### config.mk
export PLATFORM = sky130hd
export DESIGN_NAME = spi_reg_ctrl
export DESIGN_NICKNAME = d
export VERILOG_FILES = /design/src/rtl/spi_reg_pkg.sv /design/src/rtl/spi_reg_ctrl.sv
export SDC_FILE = /design/constraint.sdc
export NUM_CORES = 1
export LEC_CHECK = 0
export ABC_AREA = 1
export BUFFER_PORTS_ARGS = -buffer_cell sky130_fd_sc_hd__buf_2
export CAP_MARGIN = 20
export CORE_MARGIN = 1
export CORE_UTILIZATION = 25
export DETAILED_ROUTE_END_ITERATION = 10
export HOLD_SLACK_MARGIN = 0.02
export SLEW_MARGIN = 10
export SYNTH_ARGS = -nofsm -noshare
export SYNTH_HDL_FRONTEND = slang
export SYNTH_SLANG_ARGS = --single-unit
### constraint.sdc
create_clock -name clk -period 1.21 [get_ports clk]
set_input_delay 0.121 -clock clk [delete_from_list [all_inputs] [get_ports clk]]
set_output_delay 0.121 -clock clk [all_outputs]
set_load 0.05 [all_outputs]
### src/rtl/spi_reg_pkg.sv
// Shared definitions for the SPI register transaction controller:
// command byte layout, default sizing and FSM state encoding.
package spi_reg_pkg;

    localparam int CMD_WR_BIT   = 7;
    localparam int CMD_INC_BIT  = 6;
    localparam int CMD_ADDR_MSB = 5;

    localparam int ADDR_W_DEF   = 6;
    localparam int NUM_REGS_DEF = 16;

    typedef enum logic [2:0] {
        IDLE,
        WR_DATA,
        RD_REQ,
        RD_CAP,
        RD_STREAM
    } state_e;

endpackage

### src/rtl/spi_reg_ctrl.sv
// Turns the SPI bridge byte stream into register-port reads and writes,
// with optional address auto-increment and a prefetched read path.
module spi_reg_ctrl
    import spi_reg_pkg::*;
#(
    parameter int ADDR_W   = ADDR_W_DEF,
    parameter int DATA_W   = 8,
    parameter int NUM_REGS = NUM_REGS_DEF
) (
    input  logic              clk,
    input  logic              rst,
    input  logic              cs_n,
    input  logic              byte_sync,
    input  logic [DATA_W-1:0] data_in,
    output logic [DATA_W-1:0] data_out,
    output logic [ADDR_W-1:0] reg_addr,
    output logic [DATA_W-1:0] reg_wdata,
    output logic              reg_we,
    output logic              reg_re,
    input  logic [DATA_W-1:0] reg_rdata
);

    state_e            state;
    state_e            state_nxt;
    logic [ADDR_W-1:0] addr;
    logic              inc;
    logic              addr_ok;

    assign addr_ok = int'(addr) < NUM_REGS;

    always_ff @(posedge clk) begin
        if (rst) state <= IDLE;
        else     state <= state_nxt;
    end

    // cs_n high ends the transaction from any state, including in-flight reads.
    always_comb begin
        state_nxt = state;
        if (cs_n) begin
            state_nxt = IDLE;
        end else begin
            unique case (state)
                IDLE:      if (byte_sync) state_nxt = data_in[CMD_WR_BIT] ? WR_DATA : RD_REQ;
                WR_DATA:   state_nxt = WR_DATA;
                RD_REQ:    state_nxt = RD_CAP;
                RD_CAP:    state_nxt = RD_STREAM;
                RD_STREAM: if (byte_sync) state_nxt = RD_REQ;
                default:   state_nxt = IDLE;
            endcase
        end
    end

    always_comb begin
        reg_re = (state == RD_REQ);
    end

    always_ff @(posedge clk) begin
        if (rst) begin
            addr      <= '0;
            inc       <= 1'b0;
            reg_addr  <= '0;
            reg_wdata <= '0;
            reg_we    <= 1'b0;
            data_out  <= '0;
        end else begin
            reg_we <= 1'b0;
            unique case (state)
                IDLE: begin
                    if (byte_sync && !cs_n) begin
                        addr     <= ADDR_W'(data_in[CMD_ADDR_MSB:0]);
                        inc      <= data_in[CMD_INC_BIT];
                        reg_addr <= ADDR_W'(data_in[CMD_ADDR_MSB:0]);
                    end
                end
                // A data byte arriving together with cs_n rising still commits.
                WR_DATA: begin
                    if (byte_sync) begin
                        reg_we    <= addr_ok;
                        reg_wdata <= data_in;
                        reg_addr  <= addr;
                        if (inc) addr <= addr + ADDR_W'(1);
                    end
                end
                RD_CAP: begin
                    data_out <= addr_ok ? reg_rdata : '0;
                end
                RD_STREAM: begin
                    if (byte_sync && !cs_n && inc) begin
                        addr     <= addr + ADDR_W'(1);
                        reg_addr <= addr + ADDR_W'(1);
                    end
                end
                default: ;
            endcase
            if (cs_n) data_out <= '0;
        end
    end

endmodule

==> impl_metrics.yaml <==
clock_tree:
  clock-sinks: 33
  hold_buffers: 0
  clock-root-buffer: "clkbuf_8"
  cts_tree: "built"
  clock_path_buffers: 2
  h-tree-depth: 2
  numCtsBuffers: 5
  clkTransAtPathRegs_ns: 0.07
  insertion_delay_ns: 0.29
outcome:
  status: "complete, no violations"
sta:
  tns_ns: 0
  slew-limit-headroom_pct: 82.0
  rsz0062_at_grt: "yes"
  period_minus_slack_ns: 1.20
  fin_skew_ns: 0.00680
  max_slew.worst_pin.slew_ns: 0.269
  setup_slack_ns: 0.00697
  period_share_pct: 99.4
  max_freq_ghz: 0.831
  hold_viol_final: 0
  setup_violations: 0
  final_max_slew_viol_count: 0
  holdWs_ns: 0.0547
finish:
  layout-drive-gt1-share_pct: 39.2
  antenna_cells: 0
  nNetsFinal: 321
  area_delta_synth_final_pct: 47.4
  fillCellCount: 650
  fin_cells: 376
synth:
  syn_nets: 248
  syn-cell-area_um2: 1590
  synth_fa_ha_area_share_pct: 0.788
  yosysTopAreaCellShare_pct: 41.6
  yosys-top-cells-area: "dfxtp_1 42%, nand2_1 13%, nor2_1 9.2%, a21oi_1 5.0%, nand4_1 3.9%"
  synth_edf_count: 0
  ys.flop_type: "dfxtp_1"
  synth_top_area_cell: "dfxtp_1"
  synthMuxAreaShare_pct: 0
  netlist_instances: 227
  ys_types: 25
  yosysMostFrequentCell: "nand2_1"
  synth_top_family_by_area: "simple AND/OR/NAND/NOR gates"
  yosysSeqAreaShare_pct: 41.6
  yosys.area_share.simple_pct: 36.6
  ys_async_sr_fraction_pct: 0
  ys_warn_count: 0
  synth-xor-area-share_pct: 0.552
  synth_compound_area_share_pct: 13.1
  ys_ff_latch: 33
  postSynthAreaPerCell_um2: 6.99
  synth_common_cells: "54 x nand2_1, 39 x nor2_1, 33 x dfxtp_1"
die:
  die_width_um: 81.7
  start_util_pct: 26.3
  pin_count: 44
  fp.dieArea_um2: 6670
  fp.dieH_um: 81.7
  rows: 28
  core_area_um2: 6030
power_and_ir_drop:
  p_clk_share_pct: 39.2
  switching_share_pct: 28.9
  p_seq_share_pct: 42.0
  p_leak_nw: 1.07
  p_int_w: 0.00200
  ir_drop_mv: 0.424
  p_comb_share_pct: 18.8
  powerDensity_nw_per_um2: 1200
  switching_power_w: 0.000813
route:
  top_layer: "met4"
  viasPerCell: 4.52
  vias: 1701
  wl_met3_um: 257
  drc_errors: 0
  first_iter_violations: 53
  antenna_left: 0
  drt_wl_total_um: 4420
  wl_met1_um: 1980
  dr.pass1.iters: 4
  wl_per_cell_um: 11.8
  wl_met2_um: 2110
global_routing:
  grt_usage_pct: 13.9
  antenna_found_initial: 0
  grt_max_degree: 22
  grt_pass1_wl_um: 6960
  grt_overflow_total: 0
  grt_pass1_vias: 1550
worst_setup_path:
  cp_data_required_time_ns: 1.09
  timing.rr.start: "state[2]$_SDFFE_PP0P_"
  critPathBufInv: 4
  reg2reg_slack_ns: 0.007
  startpoint_type: "flip-flop"
  slowest_delay_ns: 0.40
  slowest_stage: "dfxtp_4"
  crit_type: "flip-flop to output pin"
  crit_chain: "inv_4, buf_6, nand3_4, inv_2, buf_8"
  critPathArrivalTime_ns: 1.08
  critPathMaxFanout: 6
  worst-path-stages: 5
  worstReg2RegEnd: "reg_addr[5]$_SDFFE_PP0P_"
  path_delay_family: "flip-flops"
  r2r_cells: 6
  worst_setup_path_end_kind: "output pin"
placed_design:
  post-dp-hpwl_um: 3310
  placed_cells: 365
  port_buffers: 43
  gp_congestion: 0.778
  dp_slack_ns: -0.0768
worst_hold_path:
  hp-class: "primary input to flip-flop"
  hold_end: "reg_we$_SDFF_PP0_"
  hold_start: "rst"
  hold_depth: 2
flow_run:
  cap_violations: 0
## power groups by stage
| stage | Combinational [W] | Sequential [W] | Clock [W] |
|---|---|---|---|
| 6_report | 0.000528 | 0.00118 | 0.00110 |
| 5_1_grt | 0.000582 | 0.00119 | 0.00118 |
| 4_1_cts | 0.000490 | 0.00118 | 0.00112 |
| 3_5_place_dp | 0.000482 | 0.00120 | 0 |
| 3_3_place_gp | 0.000478 | 0.00120 | 0 |
| 2_1_floorplan | 0.000228 | 0.00129 | 0 |
## sequential cells by signal, summed over array words and instances (netlist names)
name       cells
addr           6
reg_wdata      8
reg_addr       6
inc            1
data_out       8
state          3
reg_we         1
## kinds of logic after synthesis
family | count (synthesis)
adder cells (fa/ha/maj) | 1
AND/OR/NAND/NOR | 127
AO/OA/AOI/OAI | 39
flip-flops | 33
buffers and inverters | 26
XOR/XNOR | 1
## worst max-delay path by stage
stage	start	to
6_report	state[0]$_SDFFE_PP0P_	reg_re
5_1_grt	state[2]$_SDFFE_PP0P_	addr[4]$_SDFFE_PP0P_
4_1_cts	state[2]$_SDFFE_PP0P_	addr[2]$_SDFFE_PP0P_
3_5_place_dp	state[1]$_SDFFE_PP0P_	addr[2]$_SDFFE_PP0P_
3_3_place_gp	state[1]$_SDFFE_PP0P_	reg_addr[5]$_SDFFE_PP0P_
2_1_floorplan	state[1]$_SDFFE_PP0P_	addr[5]$_SDFFE_PP0P_
## cell usage in the layout, fill, tap and decap left out, types with 2 or more instances in the layout
cell       n
inv_1     11
inv_4      3
clkbuf_8   6
nand2_1   48
nand2_4    4
o21ai_1   10
dfxtp_2    2
nand3_1    7
buf_4     24
a21oi_1   16
nand4_1   10
o21ai_0    9
dfxtp_4    3
clkinv_1   4
o211ai_1   2
nor2_2     4
buf_6      2
dfxtp_1   28
nor2_4     2
nand2_2    8
buf_2     42
nand3_4    2
nor2_1    36
nand3_2    3
inv_2      3
## metal layers
layer	vias up	global-route usage, %
met2	39	22.8
met3	8	3.56
met4	0	5.26
li1	887	-
met5	-	0
met1	767	17.3
## metrics by stage
stage | instance area, µm² | util (%) | power (W)
floorplan | 1590 | - | 0.00152
global placement | 2060 | 34.1 | 0.00168
detailed placement | 2060 | 34.1 | 0.00168
CTS | 2210 | 36.7 | 0.00279
global route | 2340 | 38.8 | 0.00294
finish | 2340 | 38.8 | 0.00281
## what timing repair did
| action | CTS | global route |
|---|---|---|
| setup buffers | 0 | 3 |
| pin swaps | 0 | 7 |
| gates cloned | 0 | 0 |
| setup endpoints to repair | 20 | 20 |
| gates resized for setup | 15 | 29 |
## layout make-up
type / count / area [µm²] / share of cell area [%]
inverter: 22 / 95.1 / 4.06
multi-input combinational: 168 / 910 / 38.9
sequential: 33 / 674 / 28.8
timing repair buffer: 70 / 448 / 19.1
tap: 75 / 93.8 / 4.01
clock inverter: 2 / 37.5 / 1.60
clock buffer: 6 / 82.6 / 3.53
Note: power is estimated with default switching activity, not from simulation.
